==> src/rtl/co_sequencer_if.sv <==
// Host-side instruction port of the coprocessor sequencer.
// Valid/ready handshake carrying 64-bit coprocessor instruction words.
interface co_sequencer_if;
    logic [63:0] instr_in;
    logic        instr_valid;
    logic        instr_ready;

    modport master (
        output instr_in,
        output instr_valid,
        input  instr_ready
    );

    modport slave (
        input  instr_in,
        input  instr_valid,
        output instr_ready
    );
endinterface

==> src/rtl/co_sequencer.sv <==
// Instruction sequencer: FIFO-buffers host words and holds each on proc_out for its unit latency.
// Optional RAW hazard bubble between dependent words: define CO_SEQ_HAZARD_EN.
module co_sequencer #(
    parameter int DEPTH   = 4,
    parameter int ADD_LAT = 1,
    parameter int MUL_LAT = 4
) (
    input  logic                         clk,
    input  logic                         rst,
    co_sequencer_if.slave                host,
    output logic [63:0]                  proc_out,
    output logic                         issue,
    output logic                         busy,
    output logic [$clog2(DEPTH+1)-1:0]   fifo_count
);

    localparam int AW   = $clog2(DEPTH);
    localparam int CW   = $clog2(DEPTH + 1);
    localparam int MAXL = (MUL_LAT > ADD_LAT) ? MUL_LAT : ADD_LAT;
    localparam int LW   = $clog2(MAXL + 1);

    typedef enum logic [1:0] {
        IDLE,
        HOLD,
        GAP
    } state_t;

    state_t         state;
    logic [63:0]    mem [DEPTH];
    logic [AW-1:0]  wr_ptr;
    logic [AW-1:0]  rd_ptr;
    logic [CW-1:0]  count;
    logic [LW-1:0]  cnt;
    logic [63:0]    head;
    logic           full;
    logic           empty;
    logic           push;
    logic           pop;
    logic           hazard;

    function automatic logic [LW-1:0] hold_len(input logic [2:0] op);
        logic [LW-1:0] r;
        r = LW'(ADD_LAT - 1);
        unique case (1'b1)
            (op == 3'b000):                  r = '0;
            (op inside {3'b101, 3'b110, 3'b111}): r = LW'(MUL_LAT - 1);
            default:                         r = LW'(ADD_LAT - 1);
        endcase
        return r;
    endfunction

    assign full             = (count == CW'(DEPTH));
    assign empty            = (count == '0);
    assign host.instr_ready = !full && !rst;
    assign push             = host.instr_valid && host.instr_ready;
    assign head             = mem[rd_ptr];
    assign fifo_count       = count;
    assign busy             = !empty || (state != IDLE);

`ifdef CO_SEQ_HAZARD_EN
    logic [14:0] prev_adw;
    logic        prev_wr;

    // Six read-address fields sit contiguously in [38:9]; AdW is [53:39].
    always_comb begin
        hazard = 1'b0;
        for (int r = 0; r < 6; r++) begin
            for (int w = 0; w < 3; w++) begin
                if (prev_wr && head[9+5*r +: 5] == prev_adw[5*w +: 5])
                    hazard = 1'b1;
            end
        end
    end

    always_ff @(posedge clk) begin
        if (rst) begin
            prev_adw <= '0;
            prev_wr  <= 1'b0;
        end else if (pop) begin
            prev_adw <= head[53:39];
            prev_wr  <= |head[2:0];
        end else if (state == HOLD && cnt == '0 && empty) begin
            prev_adw <= '0;
            prev_wr  <= 1'b0;
        end
    end
`else
    assign hazard = 1'b0;
`endif

    always_comb begin
        pop = 1'b0;
        unique case (state)
            IDLE:    pop = !empty;
            HOLD:    pop = (cnt == '0) && !empty && !hazard;
            GAP:     pop = !empty;
            default: pop = 1'b0;
        endcase
    end

    always_ff @(posedge clk) begin
        if (push)
            mem[wr_ptr] <= host.instr_in;
    end

    always_ff @(posedge clk) begin
        if (rst) begin
            wr_ptr   <= '0;
            rd_ptr   <= '0;
            count    <= '0;
            state    <= IDLE;
            cnt      <= '0;
            proc_out <= '0;
            issue    <= 1'b0;
        end else begin
            if (push)
                wr_ptr <= wr_ptr + AW'(1);
            if (pop)
                rd_ptr <= rd_ptr + AW'(1);
            if (push && !pop)
                count <= count + CW'(1);
            else if (pop && !push)
                count <= count - CW'(1);
            issue <= pop;

            if (pop) begin
                proc_out <= head;
                cnt      <= hold_len(head[2:0]);
                state    <= HOLD;
            end else begin
                unique case (state)
                    IDLE: begin
                        proc_out <= '0;
                    end
                    HOLD: begin
                        if (cnt != '0) begin
                            cnt <= cnt - LW'(1);
                        end else if (hazard && !empty) begin
                            proc_out <= '0;
                            state    <= GAP;
                        end else begin
                            proc_out <= '0;
                            state    <= IDLE;
                        end
                    end
                    GAP: begin
                        proc_out <= '0;
                        state    <= IDLE;
                    end
                    default: begin
                        proc_out <= '0;
                        state    <= IDLE;
                    end
                endcase
            end
        end
    end

endmodule

==> src/flat_wrapper.sv <==
// flat-port wrapper written by rule: the top's interface ports become plain ports
module co_sequencer_flat 
#(
    parameter int DEPTH   = 4,
    parameter int ADD_LAT = 1,
    parameter int MUL_LAT = 4
)
  (clk, rst, proc_out, issue, busy, fifo_count, host_instr_in, host_instr_valid, host_instr_ready);
  co_sequencer_if host_i ();
  input  logic clk;
  input  logic rst;
  output logic [63:0] proc_out;
  output logic issue;
  output logic busy;
  output logic [$clog2(DEPTH+1)-1:0] fifo_count;
  input wire logic [$bits(host_i.instr_in)-1:0] host_instr_in;
  input wire logic [$bits(host_i.instr_valid)-1:0] host_instr_valid;
  output wire logic [$bits(host_i.instr_ready)-1:0] host_instr_ready;
  assign host_i.instr_in = host_instr_in;
  assign host_i.instr_valid = host_instr_valid;
  assign host_instr_ready = host_i.instr_ready;
  co_sequencer #(.DEPTH(DEPTH), .ADD_LAT(ADD_LAT), .MUL_LAT(MUL_LAT)) u_core (.clk(clk), .rst(rst), .host(host_i), .proc_out(proc_out), .issue(issue), .busy(busy), .fifo_count(fifo_count));
endmodule
==> config.mk <==
export PLATFORM = sky130hd
export DESIGN_NAME = co_sequencer_flat
export DESIGN_NICKNAME = d
export VERILOG_FILES = /design/src/rtl/co_sequencer_if.sv /design/src/rtl/co_sequencer.sv /design/src/flat_wrapper.sv
export SDC_FILE = /design/constraint.sdc
export NUM_CORES = 1
export LEC_CHECK = 0
export BUFFER_PORTS_ARGS = -buffer_cell sky130_fd_sc_hd__buf_2
export CORE_ASPECT_RATIO = 1.1
export CORE_MARGIN = 1.5
export CORE_UTILIZATION = 47
export CTS_BUF_LIST = sky130_fd_sc_hd__clkbuf_8
export CTS_CLUSTER_DIAMETER = 40
export DETAILED_ROUTE_END_ITERATION = 10
export GPL_TIMING_DRIVEN = 0
export PLACE_DENSITY = 0.66
export REMOVE_ABC_BUFFERS = 1
export SLEW_MARGIN = 0
export SYNTH_ARGS = -nofsm -noshare
export SYNTH_HDL_FRONTEND = slang
export SYNTH_SLANG_ARGS = --single-unit
==> constraint.sdc <==
create_clock -name clk -period 3.2 [get_ports clk]
set_input_delay 0.16 -clock clk [delete_from_list [all_inputs] [get_ports clk]]
set_output_delay 0.16 -clock clk [all_outputs]
set_load 0.1 [all_outputs]
==> summary.txt <==
Global route
  • Vias in the first global route: 6528
  • GRT overflow: 0
  • Initial antenna violation count: 0
  • All-layer global routing usage: 17.8%
  • Largest net degree at the start of global routing: 45
  • First-pass GRT wire length: 35500 um

Cells and area
  • Finished Core Util: 59.9%
  • # diodes: 0
  • Synth-to-layout area growth: 24.2%
  • NumNets Final: 868
  • Fraction of layout cells with a size suffix above 1: 35.5%
  • Post-route design area: 14800 um2
  • Final cell count without fillers: 1146

Synthesis
  • Top_reg_cell synth: edfxtp_1
  • Synthesized flop and latch total: 334
  • Cell taking the most area after synthesis: edfxtp_1
  • Post-synthesis cell area: 11900 um2
  • Post-synthesis adder-cell area fraction: 0.906%
  • Most frequent cells after synthesis: 256 x edfxtp_1, 78 x dfxtp_1, 64 x mux4_2
  • Synthesis Warnings: 0
  • Post-synthesis sequential area ratio: 77.8%
  • Largest family of logic cells by synthesized area: multiplexers
  • Synth top area cells: edfxtp_1 65%, dfxtp_1 13%, mux4_2 12%
  • Mux cell area share after synthesis: 12.5%
  • Synth async-reset ratio: 0%
  • Post-Syn Instances: 556
  • Share of the synthesized area in the top cell type: 64.7%
  • Compound-Gate Fraction of Synth Area: 5.58%
  • Synth Area in XOR/XNOR: 0.147%
  • Post-synth cell types: 33
  • Syn avg cell area: 21.4 um2
  • Most frequent cell after synthesis: edfxtp_1
  • Post-synth EDFFs: 256
  • Simple-gate share of the synthesized area: 1.40%

CTS
  • Hold Buf Count CTS: 65
  • Post-CTS setup buffers: 0
  • H-tree depth: 2
  • CTS max path bufs: 3
  • CTS root buf: clkbuf_8
  • CTS tree: built
  • Num CTS Buffers: 53
  • Insertion delay to the later sink of the worst-skew pair: 550 ps
  • CTS-repair resized insts: 0
  • Worst-path clk slew: 60 ps
  • Number of clock sinks: 334

Pwr
  • Total Power: 13.6 mW
  • Int Pwr: 8.40 mW
  • Switch Pwr: 5.18 mW
  • Cell area power density: 920 nW/um2
  • Switching portion of total power: 38.1%
  • Maximum VDD drop: 0.532 mV
  • Sequential share of power: 40.7%
  • Lkg Pwr: 5.36 nW
  • Logic pwr share: 34.6%
  • Clock power frac: 24.7%

Timing
  • # setup viols final: 0
  • FMAX: 378 MHz
  • Post-route setup slack: 552 ps
  • RSZ-0062 raised after global routing: no
  • Hold slack: 39.8 ps
  • Endpoints failing hold: 0
  • Total negative slack: 0 ps
  • Worst slew pin tran: 715 ps
  • Crit share post-route: 82.8%
  • Min Tclk post-route: 2650 ps
  • Relative slew slack: 52.2%
  • Slew Limit Fails: 0
  • Final Skew: 8.93 ps

Worst setup path
  • Slowest stage delay, CP: 380 ps
  • FF-to-FF path depth: 11
  • CP max stage cell: fa_1
  • Crit path max fanout: 9
  • Crit path buf inv count: 2
  • RR Startpoint: u_core.cnt[0]
  • Crit-path cells: inv_1 > ha_1 > ha_1 > nand2b_1 > nand2_1 > ha_1 > inv_1 > fa_1 > xor2_1 > or3_1 > a21oi_1
  • CP required: 3680 ps
  • Crit Path Category: reg -> reg
  • Crit path max-delay family: adder cells
  • Most frequent CP cell: ha_1
  • Crit start category: register
  • Critical path origin: u_core.cnt[0]
  • R2r endpoint: u_core.fifo_count[2]
  • Arrival @ worst endpoint: 3130 ps
  • FF-to-FF setup slack: 550 ps
  • CP Capture Type: register

Route
  • Post-DRT Antenna Nets: 0
  • DRT Wirelength: 22900 um
  • DRT Pass-1 Iters: 4
  • Drc violations: 0
  • Routed wire length per instance: 20.0 um
  • Number of vias per cell: 5.36
  • Initial DRC Count: 267
  • Vias: 6148

Place
  • HPWL Detailed: 13200 um
  • DP Area: 13100 um2
  • Pre-CTS setup slack: 585 ps
  • Placed Cells: 983
  • # port buffers: 136
  • GP Congestion: 0.740

Die
  • Starting Density: 48.3%
  • Die height: 170 um
  • FP Rows: 60
  • Die Footprint: 26200 um2
  • Die width: 155 um
  • IO Pins: 137
  • Core Area: 24600 um2

Min path
  • Worst Hold Class: in -> reg
  • Hold Startpoint: host_instr_valid
  • WHS Endpoint: u_core.wr_ptr[0]
  • Hold Path Depth: 4

Flow run
  • Max Cap Viol: 0

Outcome
  • Run status: finished, final reports clean
[worst reg2reg max path: cells and delay by family (launching register included)]
kind	cells	cell delay, ps
AO/OA/AOI/OAI	1	140
XOR/XNOR	1	180
adder cells (fa/ha/maj)	4	960
buffers and inverters	2	140
flip-flops	1	340
AND/OR/NAND/NOR	3	820
[final cells by class]
class / instances / area (um2)
Fill cell: 1818 / 9870
Sequential cell: 334 / 9260
Multi-Input combinational cell: 183 / 2460
Timing Repair Buffer: 213 / 1600
Clock buffer: 64 / 881
Tap cell: 310 / 388
Clock inverter: 34 / 141
Inverter: 8 / 30.0
[metal layers]
metal  part of all wire [%]  track usage [%]  vias up
met5                      0                0        -
met2                     51             31.0      174
met3                    5.0             3.78       31
met1                     42             22.4     3158
met4                    1.7             6.02        0
li1                       -                -     2785
[cell families (layout without fill, tap and decap cells)]
logic type | after synthesis | count (layout)
DFF | 334 | 334
AOI/OAI and AO/OA | 78 | 78
muxes | 68 | 68
adders and majority gates | 8 | 8
xor gates and xnor gates | 2 | 2
buffers and inverters | 39 | 319
and+or+nand+nor | 27 | 27
[power by group through the flow]
stage / clock network [mW] / registers (mW) / logic, mW
floorplan: 0 / 7.78 / 1.51
global placement: 0 / 5.89 / 4.30
detailed placement: 0 / 5.61 / 4.69
CTS: 3.45 / 5.52 / 4.76
global route: 3.64 / 5.58 / 4.94
finish: 3.35 / 5.52 / 4.70
[cells in the final DEF, fill, tap and decap left out, types with 7 or more instances in the layout]
master	count
a21oi_1	8
a22o_1	63
buf_2	136
clkbuf_8	64
dfxtp_1	76
dlygate4sd3_1	65
edfxtp_1	256
ha_1	7
inv_1	31
mux4_2	64
[sequential cells by signal, indices dropped and copies added, names as in the netlist, named ones only]
name / flops
u_core.proc_out: 64
u_core.wr_ptr: 2
u_core.mem: 256
u_core.state: 1
u_core.issue: 1
u_core.fifo_count: 3
u_core.rd_ptr: 2
u_core.cnt: 3
[worst max path at each step]
stage / endpoint / depth (start not counted)
floorplan: u_core.cnt[0] / 3
finish: u_core.fifo_count[2] / 11
global route: u_core.fifo_count[2] / 11
detailed placement: u_core.fifo_count[2] / 11
global placement: u_core.cnt[0] / 3
CTS: u_core.fifo_count[2] / 11
No activity file was read; power rests on OpenSTA's default activity.
